===== src/rtl/muldiv_hilo_ctrl.sv =====
// HI/LO sequencing controller: commits MULT/MT* results directly and runs the
// external radix-2 divider with EX stall, flush cancel and a busy timeout.
module muldiv_hilo_ctrl #(
  parameter int unsigned DIV_TIMEOUT = 64,
  parameter int unsigned CNT_W       = 7
) (
  input  logic        clk,
  input  logic        rst,
  input  logic        op_valid_e,
  input  logic [2:0]  op_e,
  input  logic [31:0] src_a_e,
  input  logic [31:0] src_b_e,
  input  logic        flush_e,
  input  logic        stall_ext_e,
  output logic        stall_e,
  output logic        div_start,
  output logic        div_sign,
  output logic [31:0] div_a,
  output logic [31:0] div_b,
  output logic        div_cancel,
  input  logic        div_done,
  input  logic [63:0] div_result,
  input  logic [63:0] mul_result,
  output logic [63:0] hilo,
  output logic        div_timeout
);

  localparam logic [2:0] OP_MULT  = 3'd0;
  localparam logic [2:0] OP_MULTU = 3'd1;
  localparam logic [2:0] OP_DIV   = 3'd2;
  localparam logic [2:0] OP_DIVU  = 3'd3;
  localparam logic [2:0] OP_MTHI  = 3'd4;
  localparam logic [2:0] OP_MTLO  = 3'd5;

  localparam logic [CNT_W-1:0] CNT_LAST = CNT_W'(DIV_TIMEOUT - 1);

  typedef enum logic [1:0] {
    S_IDLE,
    S_BUSY,
    S_DONE
  } state_t;

  state_t            state_q, state_d;
  logic [CNT_W-1:0]  cnt_q, cnt_d;
  logic [63:0]       res_q, res_d;
  logic [63:0]       hilo_q, hilo_d;
  logic [31:0]       div_a_q, div_a_d;
  logic [31:0]       div_b_q, div_b_d;
  logic              div_sign_q, div_sign_d;
  logic              div_start_q, div_start_d;
  logic              div_cancel_q, div_cancel_d;
  logic              div_timeout_q, div_timeout_d;

  logic is_div;
  logic adv;

  assign is_div = op_valid_e & ((op_e == OP_DIV) | (op_e == OP_DIVU));
  assign adv    = ~stall_ext_e & ~flush_e;

  // State register and all registered outputs
  always_ff @(posedge clk or posedge rst) begin
    if (rst) begin
      state_q       <= S_IDLE;
      cnt_q         <= '0;
      res_q         <= '0;
      hilo_q        <= '0;
      div_a_q       <= '0;
      div_b_q       <= '0;
      div_sign_q    <= 1'b0;
      div_start_q   <= 1'b0;
      div_cancel_q  <= 1'b0;
      div_timeout_q <= 1'b0;
    end else begin
      state_q       <= state_d;
      cnt_q         <= cnt_d;
      res_q         <= res_d;
      hilo_q        <= hilo_d;
      div_a_q       <= div_a_d;
      div_b_q       <= div_b_d;
      div_sign_q    <= div_sign_d;
      div_start_q   <= div_start_d;
      div_cancel_q  <= div_cancel_d;
      div_timeout_q <= div_timeout_d;
    end
  end

  // Next-state and output decode
  always_comb begin
    state_d       = state_q;
    cnt_d         = cnt_q;
    res_d         = res_q;
    hilo_d        = hilo_q;
    div_a_d       = div_a_q;
    div_b_d       = div_b_q;
    div_sign_d    = div_sign_q;
    div_start_d   = 1'b0;
    div_cancel_d  = 1'b0;
    div_timeout_d = div_timeout_q;
    stall_e       = 1'b0;

    case (state_q)
      S_IDLE: begin
        if (is_div && !flush_e) begin
          // Hold the divide in EX on the accept cycle itself
          stall_e     = 1'b1;
          div_a_d     = src_a_e;
          div_b_d     = src_b_e;
          div_sign_d  = (op_e == OP_DIV);
          div_start_d = 1'b1;
          cnt_d       = '0;
          state_d     = S_BUSY;
        end else if (op_valid_e && adv) begin
          case (op_e)
            OP_MULT, OP_MULTU: hilo_d = mul_result;
            OP_MTHI:           hilo_d = {src_a_e, hilo_q[31:0]};
            OP_MTLO:           hilo_d = {hilo_q[63:32], src_a_e};
            default:           hilo_d = hilo_q;
          endcase
        end
      end

      S_BUSY: begin
        stall_e = 1'b1;
        cnt_d   = cnt_q + CNT_W'(1);
        // Flush wins over a same-cycle div_done
        if (flush_e) begin
          div_cancel_d = 1'b1;
          state_d      = S_IDLE;
        end else if (div_done) begin
          res_d   = div_result;
          state_d = S_DONE;
        end else if (cnt_q == CNT_LAST) begin
          div_cancel_d  = 1'b1;
          div_timeout_d = 1'b1;
          state_d       = S_IDLE;
        end
      end

      S_DONE: begin
        if (flush_e) begin
          state_d = S_IDLE;
        end else if (!stall_ext_e) begin
          hilo_d  = res_q;
          state_d = S_IDLE;
        end
      end

      default: state_d = S_IDLE;
    endcase
  end

  assign div_start   = div_start_q;
  assign div_sign    = div_sign_q;
  assign div_a       = div_a_q;
  assign div_b       = div_b_q;
  assign div_cancel  = div_cancel_q;
  assign hilo        = hilo_q;
  assign div_timeout = div_timeout_q;

endmodule


===== config.mk =====
export PLATFORM = sky130hd
export DESIGN_NAME = muldiv_hilo_ctrl
export DESIGN_NICKNAME = d
export VERILOG_FILES = /design/src/rtl/muldiv_hilo_ctrl.sv
export SDC_FILE = /design/constraint.sdc
export NUM_CORES = 1
export LEC_CHECK = 0
export ABC_AREA = 1
export ABC_CLOCK_PERIOD_IN_PS = 7070
export CAP_MARGIN = 20
export CORE_AREA = 2 2 157 159
export CTS_CLUSTER_SIZE = 25
export DETAILED_ROUTE_END_ITERATION = 7
export DIE_AREA = 0 0 159 161
export MAX_ROUTING_LAYER = met4
export PLACE_DENSITY_LB_ADDON = 0.05
export SYNTH_ARGS = -nofsm -noshare
export SYNTH_HDL_FRONTEND = slang
export SYNTH_SLANG_ARGS = --single-unit

===== constraint.sdc =====
create_clock -name clk -period 7.07 [get_ports clk]
set_input_delay 1.7675 -clock clk [delete_from_list [all_inputs] [get_ports clk]]
set_output_delay 1.7675 -clock clk [all_outputs]
set_load 0.03 [all_outputs]

### After elaboration in Yosys (flattened, before gate mapping)

Index checks and enable logic that the tools add are counted.

* register bits: 205
* latch bits: 0
* memory bits (writable): 0
* memory bits (read-only): 0
* input port bits: 201
* output and inout bits: 133
* logic and storage cells: 74
* memories kept: 0

* add/sub/neg operators: 1
* $mul: 0
* divide/modulo/power cells: 0
* $lt $le $gt $ge: 0
* equal/unequal tests: 19
* shift-type cells: 0
* muxes and demuxes: 22
* bitwise gates (word level): 6
* reduce and logical (&&, ||, !) cells: 15

Operator list (count)
* 64-bit two-way mux: 4
* 64-bit case mux with 3 select lines: 1
* 64-bit case mux with 2 select lines: 1
* 2-bit inequality test (second input constant): 7
* 7-bit case mux with 2 select lines: 1
* 7-bit AND reduction: 2
* 2-bit two-way mux: 6
* 7-bit by 1-bit adder with 7-bit output (second input constant): 1
* 7-bit by 6-bit == test with 1-bit output (second input constant): 1
* 7-bit two-way mux: 1
* 3-bit by 2-bit == test with 1-bit output (second input constant): 2
* 3-bit == test (second input constant): 2
* 1-bit two-way mux: 6
* 3-bit by 1-bit inequality test with 1-bit output (second input constant): 2
* 2-bit case mux with 3 select lines: 1
* 3-bit AND reduction: 2
* 4-bit inequality test (second input constant): 1
* 2-bit AND reduction: 2
* 4-bit AND reduction: 1
* 2-bit nonzero test: 2
* 3-bit by 1-bit == test with 1-bit output (second input constant): 1
* 3-bit logical NOT: 1
* 3-bit inequality test (second input constant): 1
* 1-bit NOT: 3
* other kinds (9): 11

### Longest topological paths before layout

Gate-level depths: netlist (run 1).

* word-level depth: 6
* mapped depth: 10
* mapped depth without buffers: 8

### Worst setup path before layout (run 1)

No wires, ideal clock.

* path type: in2out
* from: input port op_e[1]
* to: output port stall_e
* arrival: 2.450 ns
* data required time: 5.302 ns
* path slack: 2.852 ns
* stages on the path: 5
* path buffers: 1
* cells stage by stage: inv_2 > nor2_1 > nand3_2 > buf_2 > nand2_1

* word-level cells in the longest chain between the ends: 6
* elaborated cells between the ends (all ways): 7
* classes of those cells: eq/ne: 2; mux: 2; bitwise: 2; reduce/logical: 1

Ends and longest elaborated chain
* from (decl): line 10 `input logic [2:0] op_e,`
* 3-bit by 2-bit == test with 1-bit output: line 57 `assign is_div = op_valid_e & ((op_e == OP_DIV) | (op_e == OP_DIVU));`
* 1-bit bitwise OR (*): line 57
* 1-bit AND (*): line 57
* 1-bit logical AND (*): line 103 `if (is_div && !flush_e) begin`
* 1-bit two-way mux (*): line 103
* 1-bit case mux with 2 select lines (*): line 101 `case (state_q)`
* to (decl): line 15 `output logic stall_e,`

Mark *: on every way between the ends. The rest lies on a longest branch, timed or not.

### Final worst setup path (run 1)

Same ends and word-level chain as after synthesis.

==> impl_metrics.py, run 1 <==
metrics = {
    "status": {
        "status": "finished, final reports clean",
    },
    "placed_design": {
        "dp_cells": 1926,
        "gp_congestion": 0.904,
        "post_dp_cell_area_um2": 13200,
        "pre_cts_ws_ns": 1.85,
        "dp_hpwl_mm": 22.3,
        "io_buffers": 333,
    },
    "floorplanning": {
        "rows": 57,
        "die-area_um2": 25600,
        "io_pins": 334,
        "initial_utilization_pct": 40.5,
        "die_x_um": 159,
        "core_region_area_um2": 24000,
        "die_height_um": 161,
    },
    "global_routing": {
        "grt_pass1_vias": 9493,
        "grt_usage_pct": 26.7,
        "grt_max_degree": 118,
        "grt_pass1_wl_mm": 52.4,
        "overflow": 0,
        "grt_antenna_before_repair": 2,
    },
    "clock_tree": {
        "clk_path_buf_depth": 3,
        "numCtsBuffers": 24,
        "clock_latency_ns": 0.51,
        "root_buffer": "clkbuf_16",
        "clk_pin_slew_worst_paths_ns": 0.06,
        "post_cts_resized": 0,
        "hold_buffers": 0,
        "ctsHtreeMaxLevel": 1,
        "clock_sinks": 205,
        "cts_setup_buffers": 0,
        "cts_tree": "done",
    },
    "critical_path": {
        "required_ns": 5.30,
        "path_cells": "clkdlybuf4s50_1 -> inv_2 -> nor2_1 -> nand3_4 -> nand2_1 -> clkdlybuf4s50_1",
        "cp_top_family": "buffers and inverters",
        "cp-start-kind": "input pin",
        "critPathLaunch": "op_e[1]",
        "cp-end-kind": "output port",
        "crit_type": "in -> out",
        "path_buf_inv": 3,
        "cp_slowest_stage_delay_ns": 0.71,
        "cp_max_fo": 3,
        "cp.arrival_ns": 3.45,
        "r2r-start": "state_q[1]",
        "crit_slowest_cell": "clkdlybuf4s50_1",
        "crit_top_cell": "clkdlybuf4s50_1",
    },
    "yosys": {
        "ys_types": 19,
        "ys_ff_latch": 205,
        "post-synth-top-area-cell": "dfrtp_1",
        "synth_area_per_cell_um2": 7.28,
        "ys_top_cells_by_area": "dfrtp_1, nand2_1, o21ai_0",
        "syn_inst": 1332,
        "synth_nets": 1534,
        "ys_seq_area_share_pct": 52.9,
        "yosys_warnings": 0,
        "syn_area_um2": 9700,
        "synth_top_area_share_pct": 52.9,
    },
    "final_layout": {
        "seq_area_um2": 5130,
        "layout.nets": 1831,
        "layout.cells.non_filler": 1973,
        "final_cell_mix": "nand2_1, clkdlybuf4s50_1, dfrtp_1",
        "drive_above_1_share_pct": 4.37,
        "n_fill_cell": 2260,
        "final_core_util_pct": 59.1,
        "area_delta_synth_final_pct": 45.9,
        "fin_area_um2": 14200,
        "final_common_cell": "nand2_1",
        "multi_input_comb_area_um2": 3920,
    },
    "sta": {
        "relSlewSlack_pct": 37.6,
        "setup_viol": 0,
        "post-route-worst-setup-slack_ns": 1.85,
        "worst_pin_slew_ns": 0.936,
        "grt_setup_unrepaired": "false",
        "layout_min_cycle_time_ns": 5.22,
        "timing.final.crit_share_pct": 73.9,
        "tns_ns": 0,
        "drv_slew": 0,
        "fin_skew_ns": 0.00576,
        "hold_viol": 0,
        "fmax_ghz": 0.192,
    },
    "flow_run": {
        "cap_violations": 0,
    },
    "drt": {
        "drtPass1Iterations": 4,
        "ant_nets": 0,
        "vias": 9565,
        "routed_via_density": 4.85,
        "drc": 0,
        "first_iter_violations": 560,
        "finalWirelength_mm": 33.4,
        "wl_per_cell_um": 16.9,
    },
    "power_and_ir_drop": {
        "power_density_nw_per_um2": 301,
        "ir_drop_uv": 157,
        "p_leak_nw": 7.36,
    },
    "worst_hold_path": {
        "min_path_type": "reg -> reg",
        "hp-start": "hilo[21]",
    },
}
where the power goes:
part / switching (mW) / total (mW) / internal [mW]
sequential: 0.156 / 1.60 / 1.44
combinational: 0.724 / 1.26 / 0.537
clock: 0.494 / 1.39 / 0.899
total: 1.37 / 4.26 / 2.88
routing by layer:
| metal | track usage [%] | routed length, um | vias to the layer above |
|---|---|---|---|
| met1 | 34.5 | 14200 | 4477 |
| met4 | 8.26 | 995 | 0 |
| li1 | - | - | 4676 |
| met3 | 6.14 | 2740 | 59 |
| met2 | 42.1 | 15400 | 353 |
| met5 | - | 0 | - |
cells by family (layout without fill, tap and decap cells):
kind of cell,Yosys count,after routing,synth area share (%)
buffers and inverters,161,476,7.02
DFF,205,205,52.9
AOI/OAI and AO/OA,75,75,3.90
adders and majority gates,1,1,0.129
other,0,2,0
and+or+nand+nor,890,890,36.1
synth_stat cells (all sizes together):
cell,count
a21oi,4
buf,61
clkbuf,19
dfrtp,205
ha,1
inv,81
nand2,792
nand3,48
nand3b,1
nand4,33
nor2,16
o21ai,70
o31ai,1
cell type report:
cell class | count | area share (%)
diodes | 2 | 0.0354
clock buffers | 36 | 5.21
clock inverters | 8 | 1.17
inverters | 81 | 2.17
multi-input cells | 966 | 27.7
flip-flops and latches | 205 | 36.2
well taps | 324 | 2.86
repair buffers | 351 | 24.6
final timing paths:
path	to	slack (ns)	depth (start not counted)
worst min register to register	hilo[21]	0.48	2
worst max register to register	res_q[56]	4.47	5
worst min-delay path	hilo[21]	0.48	2
max in group asynchronous	res_q[30]	4.40	4
worst max-delay path	stall_e	1.85	6
min in group asynchronous	div_b[10]	1.51	2
worst min-delay path, stage by stage, from the launching register on:
cell and delay (ns):
dfrtp_1 0.34, nand2_1 0.05, nand2_1 0.05
through the flow:
step / total power, mW / hold WS (ns)
after floorplan: 2.27 / 0.453
after global placement: 2.87 / 0.453
after detailed placement: 2.88 / 0.457
after CTS: 4.30 / 0.472
after global routing: 4.47 / 0.494
final: 4.26 / 0.475
registers in the layout, indices dropped and copies added, names as in the netlist:
name         count
hilo            64
res_q           64
div_a           32
div_b           32
cnt_q            7
state_q          2
div_cancel       1
div_sign         1
div_start        1
div_timeout      1
(Power assumes the default switching activity.)
==> run 2, diff against run 1 <==
Settings changed: ABC_CLOCK_PERIOD_IN_PS 7070 to 5050, CORE_AREA 2 2 157 159 to 2 2 149 151, DIE_AREA 0 0 159 161 to 0 0 151 153.
Clock period 7.07 ns to 5.05 ns, I/O delays scaled along.
==> impl_metrics.py, run 2 (synthesis gave the netlist of run 1 again) <==
metrics = {
    "status": {
        "status": "finished, final reports clean",
    },
    "floorplanning": {
        "die-area_um2": 23100,
        "rows": 54,
        "initial_utilization_pct": 45.1,
        "io_pins": 334,
        "core_region_area_um2": 21500,
        "die_x_um": 151,
        "die_height_um": 153,
    },
    "sta": {
        "timing.final.crit_share_pct": 72.9,
        "relSlewSlack_pct": 44.1,
        "post-route-worst-setup-slack_ns": 1.37,
        "hold_viol": 0,
        "grt_setup_unrepaired": "false",
        "fmax_ghz": 0.272,
        "setup_viol": 0,
        "drv_slew": 0,
        "worst_pin_slew_ns": 0.839,
        "layout_min_cycle_time_ns": 3.68,
        "fin_skew_ns": 0.00560,
        "tns_ns": 0,
    },
    "flow_run": {
        "cap_violations": 0,
    },
    "final_layout": {
        "final_cell_mix": "nand2_1, clkdlybuf4s50_1, dfrtp_1",
        "area_delta_synth_final_pct": 43.4,
        "drive_above_1_share_pct": 4.27,
        "layout.nets": 1828,
        "multi_input_comb_area_um2": 3930,
        "n_fill_cell": 1928,
        "seq_area_um2": 5130,
        "final_common_cell": "nand2_1",
    },
    "power_and_ir_drop": {
        "p_leak_nw": 7.28,
        "power_density_nw_per_um2": 405,
        "swShare_pct": 33.8,
        "p_switching_mw": 1.90,
        "power_frac_seq_pct": 40.0,
        "comb_power_share_pct": 31.1,
        "p_total_mw": 5.64,
        "clkPwrFrac_pct": 28.8,
        "ir_drop_uv": 225,
        "internal_power_mw": 3.74,
    },
    "critical_path": {
        "required_ns": 3.79,
        "cp.arrival_ns": 2.42,
        "cp-end-kind": "output port",
        "cp_max_fo": 3,
        "crit_type": "in -> out",
        "cp-start-kind": "input pin",
        "r2r_cells": 7,
    },
    "drt": {
        "drc": 0,
        "first_iter_violations": 604,
        "drtPass1Iterations": 7,
        "finalWirelength_mm": 32.2,
        "vias": 9482,
        "wl_per_cell_um": 16.7,
        "routed_via_density": 4.93,
        "ant_nets": 0,
    },
    "clock_tree": {
        "root_buffer": "clkbuf_16",
        "clock_sinks": 205,
        "clock_latency_ns": 0.50,
        "cts_tree": "done",
        "numCtsBuffers": 23,
        "post_cts_resized": 0,
        "hold_buffers": 0,
        "cts_setup_buffers": 0,
        "ctsHtreeMaxLevel": 1,
        "clk_pin_slew_worst_paths_ns": 0.06,
        "clk_path_buf_depth": 3,
    },
    "placed_design": {
        "io_buffers": 333,
        "dp_hpwl_mm": 21.9,
        "gp_congestion": 0.911,
        "pre_cts_ws_ns": 1.17,
    },
    "global_routing": {
        "grt_pass1_vias": 8965,
        "grt_antenna_before_repair": 3,
        "grt_pass1_wl_mm": 49.1,
        "overflow": 0,
        "grt_usage_pct": 28.1,
        "grt_max_degree": 123,
    },
    "worst_hold_path": {
        "hold_depth": 2,
        "min_path_type": "reg -> reg",
    },
}
[run 2: worst max-delay path, cell delays in order]
cell             delay (ns)
clkdlybuf4s50_1        0.53
inv_2                  0.05
nor2_1                 0.17
nand3_4                0.10
nand2_1                0.11
buf_4                  0.19
[run 2: layout make-up]
| type | count | share of cell area, % |
|---|---|---|
| multi-input combinational | 966 | 28.2 |
| clock buffer | 28 | 4.42 |
| tap | 280 | 2.52 |
| clock inverter | 12 | 0.792 |
| timing repair buffer | 349 | 24.9 |
| antenna | 3 | 0.0540 |
| sequential | 205 | 36.9 |
| inverter | 81 | 2.21 |
[run 2: stage by stage]
step	utilization (%)	hold WS, ns	instance area [um2]	cells
floorplan	-	0.453	9700	1332
detailed placement	61.3	0.462	13200	1881
global placement	61.3	0.461	13200	1881
CTS	64.7	0.475	13900	1921
global route	64.7	0.495	13900	1924
finish	64.7	0.472	13900	1924
[run 2: worst paths after layout]
kind,from,endpoint,slack (ns)
setup / recovery,op_e[1],stall_e,1.37
hold / removal,div_timeout,div_timeout,0.47
setup reg to reg,state_q[1],hilo[24],2.46
hold reg to reg,div_timeout,div_timeout,0.47
max in group asynchronous,rst,res_q[31],3.18
min in group asynchronous,rst,div_a[11],1.26
[run 2: power by group through the flow]
stage | clock network [mW] | registers, mW | logic (mW)
CTS | 1.66 | 2.25 | 1.77
finish | 1.63 | 2.26 | 1.76
global route | 1.74 | 2.30 | 1.90
detailed placement | 0 | 2.27 | 1.77
floorplan | 0 | 2.72 | 0.458
global placement | 0 | 2.27 | 1.74
[run 2: metal layers]
layer / vias to the layer above / global-route usage (%) / part of all wire [%]
li1: 4655 / - / -
met1: 4410 / 34.9 / 41
met2: 365 / 46.1 / 48
met3: 52 / 6.63 / 8.6
met4: 0 / 7.70 / 2.5
met5: - / - / 0
